### config.mk
export PLATFORM = sky130hd
export DESIGN_NAME = video_pattern_gen
export DESIGN_NICKNAME = d
export VERILOG_FILES = /design/src/rtl/video_pattern_gen_pkg.sv /design/src/rtl/vpg_pixel.sv /design/src/rtl/video_pattern_gen.sv
export SDC_FILE = /design/constraint.sdc
export NUM_CORES = 1
export LEC_CHECK = 0
export CAP_MARGIN = 15
export CORE_MARGIN = 4
export CORE_UTILIZATION = 54
export DETAILED_ROUTE_END_ITERATION = 8
export PLACE_DENSITY = 0.79
export SETUP_SLACK_MARGIN = 0.05
export SYNTH_ARGS = -nofsm -noshare
export SYNTH_HDL_FRONTEND = slang
export SYNTH_SLANG_ARGS = --single-unit
### constraint.sdc
create_clock -name clk -period 2.58 [get_ports clk]
set_input_delay 0.516 -clock clk [delete_from_list [all_inputs] [get_ports clk]]
set_output_delay 0.516 -clock clk [all_outputs]
set_load 0.02 [all_outputs]
### src/rtl/video_pattern_gen_pkg.sv
// Shared types and constants for the video pattern generator:
// RGB565 colour constants, pattern encodings and FSM states.
package video_pattern_gen_pkg;

    typedef enum logic [1:0] {
        PAT_SOLID   = 2'd0,
        PAT_BARS    = 2'd1,
        PAT_GRAY    = 2'd2,
        PAT_CHECKER = 2'd3
    } pattern_e;

    typedef enum logic {
        ST_IDLE = 1'b0,
        ST_RUN  = 1'b1
    } state_e;

    localparam logic [15:0] RGB_WHITE   = 16'hFFFF;
    localparam logic [15:0] RGB_YELLOW  = 16'hFFE0;
    localparam logic [15:0] RGB_CYAN    = 16'h07FF;
    localparam logic [15:0] RGB_GREEN   = 16'h07E0;
    localparam logic [15:0] RGB_MAGENTA = 16'hF81F;
    localparam logic [15:0] RGB_RED     = 16'hF800;
    localparam logic [15:0] RGB_BLUE    = 16'h001F;
    localparam logic [15:0] RGB_BLACK   = 16'h0000;

    // Colour-bar palette, left to right.
    function automatic logic [15:0] bar_color(input logic [2:0] idx);
        case (idx)
            3'd0:    bar_color = RGB_WHITE;
            3'd1:    bar_color = RGB_YELLOW;
            3'd2:    bar_color = RGB_CYAN;
            3'd3:    bar_color = RGB_GREEN;
            3'd4:    bar_color = RGB_MAGENTA;
            3'd5:    bar_color = RGB_RED;
            3'd6:    bar_color = RGB_BLUE;
            default: bar_color = RGB_BLACK;
        endcase
    endfunction

endpackage

### src/rtl/vpg_pixel.sv
// Combinational pattern generator: maps pattern, pixel position and solid
// colour to one RGB565 value.
module vpg_pixel
    import video_pattern_gen_pkg::*;
#(
    parameter int unsigned H_ACTIVE = 640
) (
    input  pattern_e    pattern,
    input  logic [15:0] h_cnt,
    input  logic [15:0] v_cnt,
    input  logic [15:0] solid_color,
    output logic [15:0] pixel
);

    localparam logic [15:0] BAR_W = 16'(H_ACTIVE / 8);

    logic [2:0] bar_idx;
    logic       unused_v;

    // Only bit 4 of the line counter matters (16-line checker rows).
    assign unused_v = ^{v_cnt[15:5], v_cnt[3:0]};

    always_comb begin
        // NOTE: every output of a combinational block gets a default first so no latch is inferred.
        pixel   = RGB_BLACK;
        bar_idx = 3'(h_cnt / BAR_W);
        case (pattern)
            PAT_SOLID:   pixel = solid_color;
            PAT_BARS:    pixel = bar_color(bar_idx);
            PAT_GRAY:    pixel = {h_cnt[7:3], h_cnt[7:2], h_cnt[7:3]};
            PAT_CHECKER: pixel = (h_cnt[4] ^ v_cnt[4]) ? RGB_WHITE : RGB_BLACK;
            default:     pixel = RGB_BLACK;
        endcase
    end

endmodule

### src/rtl/video_pattern_gen.sv
// Frame timing generator with selectable test patterns; a two-stage pipeline
// (count snapshot, then registered outputs) drives the video interface.
module video_pattern_gen
    import video_pattern_gen_pkg::*;
#(
    parameter int unsigned H_ACTIVE = 640,
    parameter int unsigned H_BLANK  = 160,
    parameter int unsigned V_ACTIVE = 480,
    parameter int unsigned V_BLANK  = 45
) (
    input  logic        clk,
    input  logic        rst_n,
    input  logic        enable,
    input  logic [1:0]  pattern_sel,
    input  logic [15:0] solid_color,
    output logic        per_frame_vsync,
    output logic        per_frame_href,
    output logic        per_frame_clken,
    output logic [15:0] img_data,
    output logic        frame_done,
    output logic [7:0]  frame_cnt
);

    localparam int unsigned H_TOTAL = H_ACTIVE + H_BLANK;
    localparam int unsigned V_TOTAL = V_ACTIVE + V_BLANK;
    localparam int unsigned HW      = (H_TOTAL > 1) ? $clog2(H_TOTAL) : 1;
    localparam int unsigned VW      = (V_TOTAL > 1) ? $clog2(V_TOTAL) : 1;

    localparam logic [HW-1:0] H_LAST  = HW'(H_TOTAL - 1);
    localparam logic [VW-1:0] V_LAST  = VW'(V_TOTAL - 1);
    localparam logic [HW-1:0] H_ACT_C = HW'(H_ACTIVE);
    localparam logic [VW-1:0] V_ACT_C = VW'(V_ACTIVE);

    state_e        state_q, state_d;
    logic [HW-1:0] h_cnt_q, h_cnt_d;
    logic [VW-1:0] v_cnt_q, v_cnt_d;
    pattern_e      frame_pat_q, frame_pat_d;
    logic [15:0]   frame_solid_q, frame_solid_d;

    // Stage 1: snapshot of the current count and its geometry flags.
    logic          s1_vsync_q, s1_vsync_d;
    logic          s1_href_q, s1_href_d;
    logic          s1_last_q, s1_last_d;
    logic [HW-1:0] s1_h_q, s1_h_d;
    logic [VW-1:0] s1_v_q, s1_v_d;

    // Stage 2: registered outputs.
    logic          vsync_q, vsync_d;
    logic          href_q, href_d;
    logic [15:0]   img_q, img_d;
    logic          done_q, done_d;
    logic [7:0]    frame_cnt_q, frame_cnt_d;

    logic [15:0]   pixel;
    logic          line_end;
    logic          frame_end;

    vpg_pixel #(
        .H_ACTIVE (H_ACTIVE)
    ) u_pixel (
        .pattern     (frame_pat_q),
        .h_cnt       (16'(s1_h_q)),
        .v_cnt       (16'(s1_v_q)),
        .solid_color (frame_solid_q),
        .pixel       (pixel)
    );

    assign line_end  = (h_cnt_q == H_LAST);
    assign frame_end = line_end && (v_cnt_q == V_LAST);

    always_comb begin
        state_d       = state_q;
        h_cnt_d       = h_cnt_q;
        v_cnt_d       = v_cnt_q;
        frame_pat_d   = frame_pat_q;
        frame_solid_d = frame_solid_q;
        s1_vsync_d    = 1'b0;
        s1_href_d     = 1'b0;
        s1_last_d     = 1'b0;
        s1_h_d        = '0;
        s1_v_d        = '0;

        case (state_q)
            ST_IDLE: begin
                if (enable) state_d = ST_RUN;
            end
            ST_RUN: begin
                s1_vsync_d = (v_cnt_q < V_ACT_C);
                s1_href_d  = s1_vsync_d && (h_cnt_q < H_ACT_C);
                s1_last_d  = frame_end;
                s1_h_d     = h_cnt_q;
                s1_v_d     = v_cnt_q;
                // Pattern settings are frozen for the whole frame at its first count.
                if (h_cnt_q == '0 && v_cnt_q == '0) begin
                    frame_pat_d   = pattern_e'(pattern_sel);
                    frame_solid_d = solid_color;
                end
                if (line_end) begin
                    h_cnt_d = '0;
                    if (frame_end) begin
                        v_cnt_d = '0;
                        if (!enable) state_d = ST_IDLE;
                    end else begin
                        v_cnt_d = v_cnt_q + 1'b1;
                    end
                end else begin
                    h_cnt_d = h_cnt_q + 1'b1;
                end
            end
            default: state_d = ST_IDLE;
        endcase

        vsync_d     = s1_vsync_q;
        href_d      = s1_href_q;
        img_d       = s1_href_q ? pixel : RGB_BLACK;
        done_d      = s1_last_q;
        frame_cnt_d = frame_cnt_q + {7'd0, s1_last_q};
    end

    always_ff @(posedge clk or negedge rst_n) begin
        if (!rst_n) begin
            state_q       <= ST_IDLE;
            h_cnt_q       <= '0;
            v_cnt_q       <= '0;
            frame_pat_q   <= PAT_SOLID;
            frame_solid_q <= '0;
            s1_vsync_q    <= 1'b0;
            s1_href_q     <= 1'b0;
            s1_last_q     <= 1'b0;
            s1_h_q        <= '0;
            s1_v_q        <= '0;
            vsync_q       <= 1'b0;
            href_q        <= 1'b0;
            img_q         <= '0;
            done_q        <= 1'b0;
            frame_cnt_q   <= '0;
        end else begin
            // NOTE: non-blocking assignments so every flop samples pre-edge values.
            state_q       <= state_d;
            h_cnt_q       <= h_cnt_d;
            v_cnt_q       <= v_cnt_d;
            frame_pat_q   <= frame_pat_d;
            frame_solid_q <= frame_solid_d;
            s1_vsync_q    <= s1_vsync_d;
            s1_href_q     <= s1_href_d;
            s1_last_q     <= s1_last_d;
            s1_h_q        <= s1_h_d;
            s1_v_q        <= s1_v_d;
            vsync_q       <= vsync_d;
            href_q        <= href_d;
            img_q         <= img_d;
            done_q        <= done_d;
            frame_cnt_q   <= frame_cnt_d;
        end
    end

    assign per_frame_vsync = vsync_q;
    assign per_frame_href  = href_q;
    assign per_frame_clken = href_q;
    assign img_data        = img_q;
    assign frame_done      = done_q;
    assign frame_cnt       = frame_cnt_q;

endmodule

* After elaboration in Yosys (flattened, before gate mapping) *
Cells that the tools add are included.

operators by class
  add/subtract/negate cells = 3
  div/mod/pow operators = 1
  $lt $le $gt $ge = 2
  equality and inequality tests = 11
  muxes and demuxes = 15
  bitwise logic cells = 2
  reductions and logical operators = 9

operator list
  kind                   number
  $pmux 16 s7            1
  $pmux 16 s4            1
  $mux 16                2
  $mux 10                3
  $add 10x1->10 const B  2
  $eq 10x10->1 const B   2
  $logic_not 10->1       2
  $div 10x7->16 const B  1
  $lt 10x10->1 const B   1
  $lt 10x9->1 const B    1
  $eq 3x3->1 const B     3
  $add 8x1->8            1
  $eq 3x2->1 const B     2
  $mux 1                 6
  $mux 5                 1
  $eq 2x2->1 const B     2
  $reduce_and 2->1       2
  $eq 3x1->1 const B     1
  $logic_and 1x1->1      3
  $logic_not 3->1        1
  $eq 2x1->1 const B     1
  $logic_not 2->1        1
  $pmux 1 s2             1
  $not 1->1              1
  $xor 1x1->1            1

storage, ports and cells
  bits in registers = 84
  input bits = 21
  output and inout port bits = 28
  word-level logic and storage cells = 58

* Logic depth before layout (Yosys ltp) *
Gate-level depths: netlist of run 1.

  word-level depth = 5
  gate-level depth with buffers = 7
  depth with buffers taken out = 6

* By module *
A second synthesis of run 1 with hierarchy kept.

second synthesis, totals
  cells, all modules = 435
  area, all modules = 4723.3 um^2

modules (own cells, without submodules)
  module             instances  cells each  area each (um^2)  seq. area each (um^2)
  video_pattern_gen  1          261         3499.6            2227.1
  vpg_pixel          1          174         1223.7            0.0

* Worst setup path after synthesis of run 1 *
No wires, ideal clock.

  path kind = reg2reg
  start point = register h_cnt_q[5]
  end point = register frame_pat_q[0]
  library setup time = 0.125 ns
  data arrival time = 1.859 ns
  required time = 2.455 ns
  path slack = 0.596 ns
  stages on the path, launching flop included = 6
  buffers on the path = 2
  period minus slack after synthesis = 1.984 ns
  cell sequence = dfrtp_1 buf_2 or4b_4 nor3_4 buf_8 mux2_4

on the way
  cells in the longest elaborated chain, start to end = 3

RTL lines
  what                        line                      RTL
  from (decl)                 video_pattern_gen.sv:35   logic [HW-1:0] h_cnt_q, h_cnt_d;
  from (signal assigned)      video_pattern_gen.sv:140  h_cnt_q <= h_cnt_d;
  $logic_not 10->1            video_pattern_gen.sv:94   if (h_cnt_q == '0 && v_cnt_q == '0) begin
  $logic_and 1x1->1           video_pattern_gen.sv:94
  $reduce_and 2->1 (no line)  --
  to (signal assigned)        video_pattern_gen.sv:142  frame_pat_q <= frame_pat_d;
  to (decl)                   video_pattern_gen.sv:37   pattern_e frame_pat_q, frame_pat_d;

No other way between the ends.
A chain may end at the register's enable or synchronous reset.

* Worst setup path in the final report of run 1 *
  start point = register h_cnt_q[7]
  end point = register frame_solid_q[6]

on the way
  cells in the longest elaborated chain, start to end = 3

RTL lines
  what                        line                      RTL
  $logic_not 10->1            video_pattern_gen.sv:94
  $logic_and 1x1->1           video_pattern_gen.sv:94
  $reduce_and 2->1 (no line)  --
  to (signal assigned)        video_pattern_gen.sv:143  frame_solid_q <= frame_solid_d;
  to (decl)                   video_pattern_gen.sv:38   logic [15:0] frame_solid_q, frame_solid_d;

No other way between the ends.

==> run_results.csv, run 1 <==
group,metric,value,unit
status,run_status,"finished clean",
global_route,antenna_found_initial,0,
sta,whs,292,ps
synth,synth-async-reset-ratio,100,%
power,power-per-cell-area,555,nW/um2
critical_path,r2r_slack,540,ps
cts,cts_max_level,3,
power,swShare,22.5,%
sta,fin_tns_setup,0,ps
detailed_routing,dr.pass1.iters,5,
finish,area_delta_synth_final,20.2,%
synth,syn_area_per_cell,11.5,um2
sta,slew_headroom,38.3,%
synth,syn-cell-area,3510,um2
placed_design,place_congestion,0.812,
cts,post_cts_buffers,0,
critical_path,startpoint_type,"register",
detailed_routing,vias,2399,
sta,tightest_slew,925,ps
synth,synth_edf_count,0,
finish,final_cell_mix,"78 x dfrtp_1, 47 x clkdlybuf4s50_1, 29 x o21ai_0",
power,sequentialPowerShare,54.4,%
finish,antenna_cells,0,
sta,rsz0062_at_grt,"no",
floorplanning,die-area,7860,um2
power,clkPwrFrac,37.6,%
power,p_leak,1.84,nW
power,peakVddDrop,418,uV
global_route,overflow,0,
global_route,grt_use_total,18.6,%
sta,hold_viol,0,
floorplanning,start_util,55.3,%
floorplanning,die_width,88.6,um
flow_run,drv_cap,0,
detailed_routing,drtIter0Drc,136,
sta,finClkSkew,9.10,ps
cts,root_buffer,"clkbuf_8",
detailed_routing,via_per_inst,5.53,
synth,synthCells,305,
cts,cts.clk_slew.worst_paths,80,ps
detailed_routing,drc_errors,0,
power,p_switching,0.526,mW
global_route,grt_pass1_vias,2323,
cts,hold_buffers,0,
power,power,2.34,mW
critical_path,worstSetupPathType,"reg2reg",
sta,max_freq,490,MHz
min_path,min_path_type,"in2async",
synth,ys_warn_count,0,
detailed_routing,ant_nets,0,
synth,syn-num-nets,332,
synth,synth_seq_cells,78,
placed_design,numPortBuffers,48,
floorplanning,coreArea,6350,um2
cts,clock_latency,350,ps
global_route,grt_max_degree,79,
sta,finalSetupViolCount,0,
finish,drive_gt1_share,15.7,%
finish,num-fill-cells,459,
floorplanning,io_pins,49,
floorplanning,fp.dieH,88.6,um
critical_path,cp-end-kind,"register",
placed_design,hpwl,4.77,mm
cts,cts.sinks,78,
critical_path,arrival,2270,ps
global_route,grt_first_pass_wirelength,11.1,mm
detailed_routing,post_drt_wl_per_cell,15.5,um
cts,clockBufferDepth,2,
synth,synth_flop_cell,"dfrtp_1",
detailed_routing,wl,6.71,mm
cts,cts_resized,0,
power,intPower,1.82,mW
synth,synth_cell_type_count,51,
cts,cts_tree,"done",
critical_path,crit_fanout,18,
cts,numCtsBuffers,9,
synth,ys_seq_area_share,55.6,%
critical_path,cp.required,2810,ps
sta,drv_slew,0,
power,p_comb_share,8.1,%
finish,final_common_cell,"dfrtp_1",
floorplanning,num_rows,29,
sta,period_needed,2040,ps
sta,fin_crit_sh,79.1,%
finish,fin_nets,380,
[per-stage QoR]
step	instance area (um2)	util (%)	setup WS, ps	std cells
2_1_floorplan	3510	-	596	305
3_3_place_gp	4040	63.5	603	419
3_5_place_dp	4040	63.5	542	419
4_1_cts	4220	66.5	529	434
5_1_grt	4220	66.5	406	434
6_report	4220	66.5	538	434
[final timing paths]
check | to | startpoint | cells after the start
worst max-delay path | frame_solid_q[6] | h_cnt_q[7] | 4
worst min-delay path | frame_cnt[7] | rst_n | 1
worst max register to register | frame_solid_q[6] | h_cnt_q[7] | 4
worst min register to register | per_frame_vsync | s1_vsync_q | 0
max in group asynchronous | per_frame_vsync | rst_n | 1
min in group clk | per_frame_vsync | s1_vsync_q | 0
[layout make-up]
class,count,area [um2],share of cell area [%]
flip-flops and latches,78,1950,46.2
well taps,77,96.3,2.28
clock buffers,10,138,3.26
multi-input cells,198,1430,33.9
clock inverters,5,50.0,1.19
repair buffers,51,500,11.9
inverters,15,56.3,1.33
[routing by layer]
layer  track usage [%]  up-vias  wire [um]  part of all wire, %
met2              30.0       66       3210                   48
met1              23.5     1151       3010                   45
met4              5.36        0         81                  1.2
met3              6.98        9        401                  6.0
met5                 0        -          0                    0
li1                  -     1173          -                    -
[critical path: stages (launching register included)]
cell and delay [ps]:
dfrtp_1 460, or4b_4 600, nor3_4 170, buf_4 310
mux2_2 380
[cells in the mapped netlist (all sizes together), types with 3 or more instances]
| cell | instances | area, um2 |
|---|---|---|
| a21oi | 10 | 50.1 |
| a31oi | 3 | 18.8 |
| and2 | 10 | 62.6 |
| and3 | 6 | 37.5 |
| buf | 7 | 47.5 |
| clkbuf | 7 | 26.3 |
| dfrtp | 78 | 1950 |
| ha | 6 | 75.1 |
| inv | 15 | 56.3 |
| mux2 | 19 | 251 |
| nand2 | 16 | 60.1 |
| nand2b | 6 | 37.5 |
| nand3 | 16 | 80.1 |
| nand4 | 5 | 31.3 |
| nor2 | 10 | 37.5 |
| nor3 | 7 | 51.3 |
| o21ai | 30 | 150 |
| o221a | 10 | 113 |
| xnor2 | 13 | 114 |
| xor2 | 4 | 35.0 |
[registers in the layout, summed over array words and instances, names as in the netlist, 2 cells and up]
signal         flops
v_cnt_q           10
img_data          16
h_cnt_q           10
frame_solid_q     16
frame_cnt          8
s1_h_q             8
frame_pat_q        2
[logic make-up (layout without fill, tap and decap cells)]
family | count (synthesis) | count (layout) | share of synthesized area (%)
compound gates | 65 | 65 | 12.2
xor+xnor | 17 | 17 | 4.24
fa+ha+maj | 6 | 6 | 2.14
buf+inv | 29 | 81 | 3.70
flops | 78 | 78 | 55.6
mux | 20 | 20 | 7.45
simple gates | 90 | 90 | 14.7
[power by group through the flow]
stage / Sequential [mW] / Combinational, mW / Clock (mW)
6_report: 1.27 / 0.189 / 0.881
5_1_grt: 1.28 / 0.205 / 0.960
4_1_cts: 1.27 / 0.192 / 0.900
3_5_place_dp: 1.30 / 0.192 / 0
3_3_place_gp: 1.30 / 0.189 / 0
2_1_floorplan: 1.32 / 0.0586 / 0
No activity file was read; power rests on OpenSTA's default activity.
==> run 2, diff against run 1 <==
Clock period 2.58 ns to 2 ns, I/O delays scaled along.
==> run_results.csv, run 2 (same netlist as run 1, synthesis figures left out) <==
group,metric,value,unit
status,run_status,"finished clean",
sta,drv_slew,0,
global_route,overflow,0,
sta,finClkSkew,6.62,ps
floorplanning,coreArea,6350,um2
finish,final_cell_mix,"77 x dfrtp_1, 47 x clkdlybuf4s50_1, 29 x o21ai_0",
sta,period_needed,1890,ps
detailed_routing,dr.pass1.iters,4,
critical_path,crit_fanout,18,
cts,cts.sinks,78,
floorplanning,start_util,55.3,%
placed_design,place_congestion,0.814,
placed_design,pre_cts_ws,112,ps
global_route,grt_max_degree,63,
floorplanning,die-area,7860,um2
sta,fin_crit_sh,94.3,%
sta,layout_setup_ws,114,ps
sta,tightest_slew,577,ps
global_route,grt_first_pass_wirelength,12.1,mm
global_route,antenna_found_initial,0,
cts,cts.clk_slew.worst_paths,80,ps
cts,cts_max_level,3,
critical_path,r2r_cells,6,
critical_path,cp.depth,6,
floorplanning,fp.dieH,88.6,um
power,power-per-cell-area,715,nW/um2
min_path,min_to,"per_frame_vsync",
critical_path,cpMaxStageDelayCell,"dfrtp_1",
critical_path,worst_path_dominant_cell_family,"simple AND/OR/NAND/NOR gates",
min_path,min_path_type,"reg2reg",
critical_path,path_cells,"nor4_2 > and3b_2 > inv_2 > nor3_4 > buf_12 > mux2_2",
sta,max_freq,530,MHz
detailed_routing,ant_nets,0,
critical_path,cp-end-kind,"register",
sta,rsz0062_at_grt,"yes",
critical_path,cp.required,2230,ps
detailed_routing,drtIter0Drc,101,
cts,numCtsBuffers,9,
cts,clockBufferDepth,2,
detailed_routing,vias,2528,
critical_path,crit_buf_inv,2,
placed_design,numPortBuffers,48,
sta,whs,364,ps
finish,antenna_cells,0,
floorplanning,die_width,88.6,um
finish,drive_gt1_share,18.8,%
critical_path,r2r_start,"v_cnt_q[7]",
critical_path,r2r_slack,110,ps
global_route,grt_pass1_vias,2547,
cts,cts_tree,"done",
power,p_leak,1.92,nW
sta,slew_headroom,61.2,%
cts,root_buffer,"clkbuf_8",
detailed_routing,post_drt_wl_per_cell,16.0,um
min_path,holdPathStages,0,
critical_path,worstReg2RegEnd,"frame_solid_q[2]",
sta,hold_viol,0,
finish,final_common_cell,"dfrtp_1",
floorplanning,io_pins,49,
global_route,grt_use_total,19.9,%
sta,fin_tns_setup,0,ps
min_path,hold_start,"s1_vsync_q",
detailed_routing,drc_errors,0,
critical_path,max_stage_delay,440,ps
cts,post_cts_buffers,0,
power,peakVddDrop,529,uV
placed_design,hpwl,5.01,mm
floorplanning,num_rows,29,
finish,area_delta_synth_final,24.2,%
flow_run,drv_cap,0,
detailed_routing,via_per_inst,5.68,
finish,fin_nets,391,
sta,finalSetupViolCount,0,
detailed_routing,wl,7.12,mm
critical_path,startpoint_type,"register",
cts,clock_latency,340,ps
critical_path,arrival,2120,ps
critical_path,worstSetupPathType,"reg2reg",
power,power,3.12,mW
-- run 2: repair_timing --
item / in CTS / in global routing
hold buffers: 1 / 0
hold endpoints to repair: 16 / 0
gates resized for setup: 0 / 5
endpoints found under the setup margin: 0 / 18
-- run 2: final cells by class --
type,instances,area (um2)
clock buffer,12,165
clock inverter,3,42.5
tap,77,96.3
sequential,78,1950
timing repair buffer,62,611
fill,452,1990
multi-input combinational,198,1440
inverter,15,56.3
-- run 2: worst max path at each step --
stage	endpoint	start	slack, ps
after global placement	frame_solid_q[4]	v_cnt_q[7]	170
after CTS	frame_solid_q[2]	v_cnt_q[7]	100
final	frame_solid_q[2]	v_cnt_q[7]	110
after detailed placement	frame_solid_q[0]	v_cnt_q[7]	110
after floorplan	frame_pat_q[0]	h_cnt_q[7]	20
after global routing	v_cnt_q[3]	h_cnt_q[6]	2
-- run 2: power by group --
part / switching [mW] / leakage (nW) / total [mW] / internal, mW
Combinational: 0.123 / 0.851 / 0.259 / 0.136
Sequential: 0.0210 / 0.960 / 1.64 / 1.62
Clock: 0.550 / 0.104 / 1.22 / 0.670
Total: 0.694 / 1.92 / 3.12 / 2.43
-- run 2: metrics by stage --
stage / instances / util (%) / area [um2]
final: 445 / 68.7 / 4360
after global routing: 445 / 68.7 / 4360
after CTS: 445 / 68.6 / 4350
after detailed placement: 429 / 65.1 / 4140
after global placement: 429 / 65.1 / 4140
after floorplan: 305 / - / 3520
-- run 2: worst register-to-register path, cell delays in order (launching register included) --
cell     delay (ps)
dfrtp_1         440
nor4_2          280
and3b_2         250
inv_2            50
nor3_4          200
buf_12          200
mux2_2          360
-- run 2: layer usage --
| metal | GRT usage, % | routed length [um] | vias to the layer above |
|---|---|---|---|
| met5 | 0 | 0 | - |
| met4 | 7.42 | 43 | 0 |
| met3 | 3.35 | 514 | 4 |
| met2 | 33.1 | 3520 | 82 |
| met1 | 26.1 | 3050 | 1246 |
| li1 | - | - | 1196 |
==> run 3, diff against run 2 <==
Settings changed: CORE_MARGIN 4 to 5, CTS_CLUSTER_DIAMETER from default to 80.
==> run_results.csv, run 3 (same netlist as run 1, synthesis figures left out) <==
group,metric,value,unit
status,run_status,"finished clean",
detailed_routing,wl,7.39,mm
cts,clockBufferDepth,2,
sta,finalSetupViolCount,0,
floorplanning,start_util,55.3,%
detailed_routing,drtIter0Drc,112,
min_path,min_path_type,"reg2reg",
global_route,grt_pass1_vias,2517,
sta,drv_slew,0,
sta,fin_crit_sh,96.9,%
critical_path,cp.required,2230,ps
placed_design,hpwl,5.02,mm
global_route,overflow,0,
floorplanning,die-area,8220,um2
detailed_routing,dr.pass1.iters,5,
finish,drive_gt1_share,20.9,%
floorplanning,fp.dieH,90.6,um
finish,fin_nets,396,
floorplanning,num_rows,29,
detailed_routing,vias,2542,
sta,hold_viol,0,
floorplanning,io_pins,49,
critical_path,cp-end-kind,"register",
finish,antenna_cells,0,
finish,area_delta_synth_final,27.4,%
placed_design,numPortBuffers,48,
cts,clock_latency,350,ps
critical_path,worstSetupPathType,"reg2reg",
floorplanning,coreArea,6350,um2
global_route,grt_use_total,18.3,%
power,power-per-cell-area,722,nW/um2
critical_path,startpoint_type,"register",
sta,max_freq,516,MHz
finish,utilization,70.5,%
floorplanning,die_width,90.6,um
detailed_routing,post_drt_wl_per_cell,16.4,um
cts,numCtsBuffers,9,
cts,cts_tree,"done",
power,p_leak,1.96,nW
sta,period_needed,1940,ps
cts,cts.clk_slew.worst_paths,90,ps
critical_path,cpMaxStageDelayCell,"dfrtp_2",
sta,tightest_slew,573,ps
power,peakVddDrop,500,uV
flow_run,drv_cap,0,
sta,whs,345,ps
finish,final_cell_mix,"75 x dfrtp_1, 47 x clkdlybuf4s50_1, 28 x o21ai_0",
sta,slew_headroom,61.4,%
global_route,grt_max_degree,35,
finish,num-fill-cells,437,
placed_design,place_congestion,0.833,
sta,finClkSkew,15.1,ps
critical_path,arrival,2170,ps
global_route,grt_first_pass_wirelength,12.3,mm
global_route,antenna_found_initial,0,
cts,cts.sinks,78,
critical_path,crit_fanout,4,
detailed_routing,ant_nets,0,
critical_path,max_stage_delay,450,ps
critical_path,path_cells,"nor4_4 > and3b_2 > inv_2 > nor3_4 > buf_6 > clkbuf_16 > mux2_2",
sta,fin_tns_setup,0,ps
cts,root_buffer,"clkbuf_8",
detailed_routing,via_per_inst,5.64,
finish,final_common_cell,"dfrtp_1",
cts,cts_max_level,3,
detailed_routing,drc_errors,0,
run 3: changes by cell type in the layout (fill, tap and decap cells not counted), sizes merged:
cell,previous run,this run
inv,15,16
clkinvlp,1,2
buf,14,17
bufinv,1,2
run 3: layout make-up:
cell class | instances | area, um2 | area share, %
Multi-Input combinational cell | 198 | 1450 | 32.4
Clock buffer | 10 | 138 | 3.08
Inverter | 15 | 56.3 | 1.26
Tap cell | 77 | 96.3 | 2.15
Sequential cell | 78 | 1960 | 43.7
Clock inverter | 6 | 92.6 | 2.07
Timing Repair Buffer | 67 | 687 | 15.3
run 3: critical path: cells and delay by family, from the launching register on:
kind / cells / cell delay [ps]
buffers and inverters: 3 / 320
DFF: 1 / 450
muxes: 1 / 340
and+or+nand+nor: 3 / 720
run 3: layer usage:
| metal | share of wire [%] | global-route usage [%] | routed length (um) | vias up |
|---|---|---|---|---|
| li1 | - | - | - | 1211 |
| met1 | 43 | 23.8 | 3190 | 1238 |
| met2 | 49 | 29.8 | 3650 | 82 |
| met3 | 6.1 | 4.42 | 454 | 11 |
| met4 | 1.3 | 6.45 | 98 | 0 |
| met5 | 0 | 0 | 0 | - |
run 3: power breakdown:
part	internal, mW	switching (mW)
Sequential	1.62	0.0222
Combinational	0.138	0.125
Clock	0.743	0.583
run 3: path summary, 6_finish.rpt:
kind,from,endpoint,slack [ps],depth (start not counted)
min reg2reg,s1_vsync_q,per_frame_vsync,350,0
min in group asynchronous,rst_n,frame_cnt[6],490,2
max in group asynchronous,rst_n,img_data[15],920,3
min,s1_vsync_q,per_frame_vsync,350,0
max,v_cnt_q[7],frame_solid_q[3],60,7
max reg2reg,v_cnt_q[7],frame_solid_q[3],60,7
run 3: per-stage QoR:
step,cell area (um2),worst slack [ps],instances,total power [mW]
6_report,4480,62.1,451,3.23
5_1_grt,4480,-10.7,451,3.35
4_1_cts,4380,95.4,446,3.26
3_5_place_dp,4140,109,429,1.94
3_3_place_gp,4140,166,429,1.93
2_1_floorplan,3520,21.6,305,1.78
run 3: what timing repair did:
action | 4_1_cts | 5_1_grt
hold buffers | 1 | 0
resized for setup | 0 | 10
hold endpoints to repair | 24 | 0
endpoints found under the setup margin | 0 | 19
buffers inserted | 0 | 3
==> variant: new RTL, settings of run 3 <==
Remove the register `img_q`: a continuous assignment takes its place, so the output `img_data` follows one clock earlier.
--- a/src/rtl/video_pattern_gen.sv
+++ b/src/rtl/video_pattern_gen.sv
@@ -131,7 +131,6 @@
             s1_v_q        <= '0;
             vsync_q       <= 1'b0;
             href_q        <= 1'b0;
-            img_q         <= '0;
             done_q        <= 1'b0;
             frame_cnt_q   <= '0;
         end else begin
@@ -148,11 +147,12 @@
             s1_v_q        <= s1_v_d;
             vsync_q       <= vsync_d;
             href_q        <= href_d;
-            img_q         <= img_d;
             done_q        <= done_d;
             frame_cnt_q   <= frame_cnt_d;
         end
     end
+
+    assign img_q = img_d;
 
     assign per_frame_vsync = vsync_q;
     assign per_frame_href  = href_q;
Check against the original RTL: not equivalent (Yosys sat finds a counterexample within 4 cycles, from zero or initial values and one cycle with rst_n low).
==> variant against run 3 <==
- the flow now finishes with violations (setup timing)
- synthesized area fell by 13%
- sequential cell count fell by 16
- routed wire length rose by 14%
- worst setup slack got worse by 0.44 ns
- synthesized cell count fell by 8.9%
- clock skew fell by 0.0053 ns
- design area rose by 0.53%
- final cell count fell by 0.67%
- count of clock-buffer cells in the layout fell by 1
- highest routed layer unchanged
Power is not compared: it rests on default switching activity, and its combinational part moved more than twofold at a synthesized area within 25%.
==> variant: results (changes against run 3) <==
Avg Cell Area, Syn=10.9 um2 (-5.0%); DR WL met2=4300 um (+18%); sequential fraction of the synthesis area=0.510 (-0.0455); RR Endpoint=frame_solid_q[4]; hpwl dp=5060 um (+0.85%); worst setup margin=-0.376 ns (-0.438 ns); Arrival @ worst endpoint=1.98 ns (-0.19 ns); Via density=5.83 (+3.4%); synth unique cells=42 (-18%); Hold Path Class=input pin to async pin; initial drt markers=188 (+68%); endpoints failing setup=34 (+34); Synth area leaders=dfrtp_1, mux2_2, o221a_2; Min Hold Slack=0.0530 ns (-0.292 ns); failing checks=setup timing; RePlAce Congestion=0.847 (+1.7%); Detailed Route WL=8390 um (+14%); vias in the first global route=2691 (+6.9%); Post-Syn Nets=305 (-8.1%); R2R Setup Slk=-0.13 ns (-0.19 ns); dpl cell area=3900 um2 (-5.8%); Post-Route M1 WL=3420 um (+7.3%); largest net degree at the start of global routing=63 (+80%); Post-Synth XOR/XNOR Area=0.0547 (+0.0123); status=finished, violations left; CP top delay family=compound AO/OA/AOI/OAI gates; mux share of post-synthesis cell area=0.0700 (-0.00450); GR Util met3=0.0631 (+0.0189); compound-cell area share of the yosys netlist=0.119 (-0.00285); top cells by count, synth=dfrtp_1, nand2_1, mux2_2, o21ai_0, nand3_1; Worst Setup SP=s1_h_q[7]; Fill cells=287 (-34%)
variant: cell count changes in the layout (fill, tap and decap cells not counted), sizes merged, moves of 3 or more:
cell,change
nand2,+3
a31oi,+3
nand2b,+4
inv,-3
dfrtp,-16
clkdlybuf4s50,-16
buf,+47
a21oi,-7
clkbuf,-3
nor4,+3
o21ai,-12
nor2,-3
nor3,-3
variant: power breakdown:
| part | internal [uW] | total, uW | switching [uW] | leakage [uW] |
|---|---|---|---|---|
| registers | 1560 | 1820 | 263 | 0.000774 |
| logic | 1880 | 3520 | 1640 | 0.00114 |
| clock network | 720 | 1260 | 538 | 0.000112 |
variant: cell type report:
cell class	count	area [um2]	share of cell area
inverters	10	37.5	0.00834
well taps	72	90.1	0.0200
clock inverters	7	105	0.0234
multi-input cells	193	1680	0.374
repair buffers	95	905	0.201
flip-flops and latches	62	1560	0.346
clock buffers	9	124	0.0275
variant: cell families (layout without fill, tap and decap cells):
group / count (synthesis) / count (layout)
AOI/OAI and AO/OA: 51 / 51
xor gates and xnor gates: 19 / 19
adders and majority gates: 6 / 6
buffers and inverters: 23 / 121
DFF: 62 / 62
muxes: 19 / 19
and+or+nand+nor: 98 / 98
variant: timing repair:
| action | 4_1_cts | 5_1_grt |
|---|---|---|
| pin swaps | 11 | 4 |
| setup endpoints to repair | 35 | 41 |
| cloned | 3 | 0 |
| hold endpoints to repair | 0 | 0 |
| setup buffers | 6 | 2 |
| gates resized for setup | 130 | 25 |
variant: worst reg2reg max path: cells and delay by family, from the launching register on:
kind          cells  cell delay (ns)
buf+inv           3             0.41
mux               1             0.32
simple gates      2             0.78
fa+ha+maj         1             0.12
flops             1             0.39
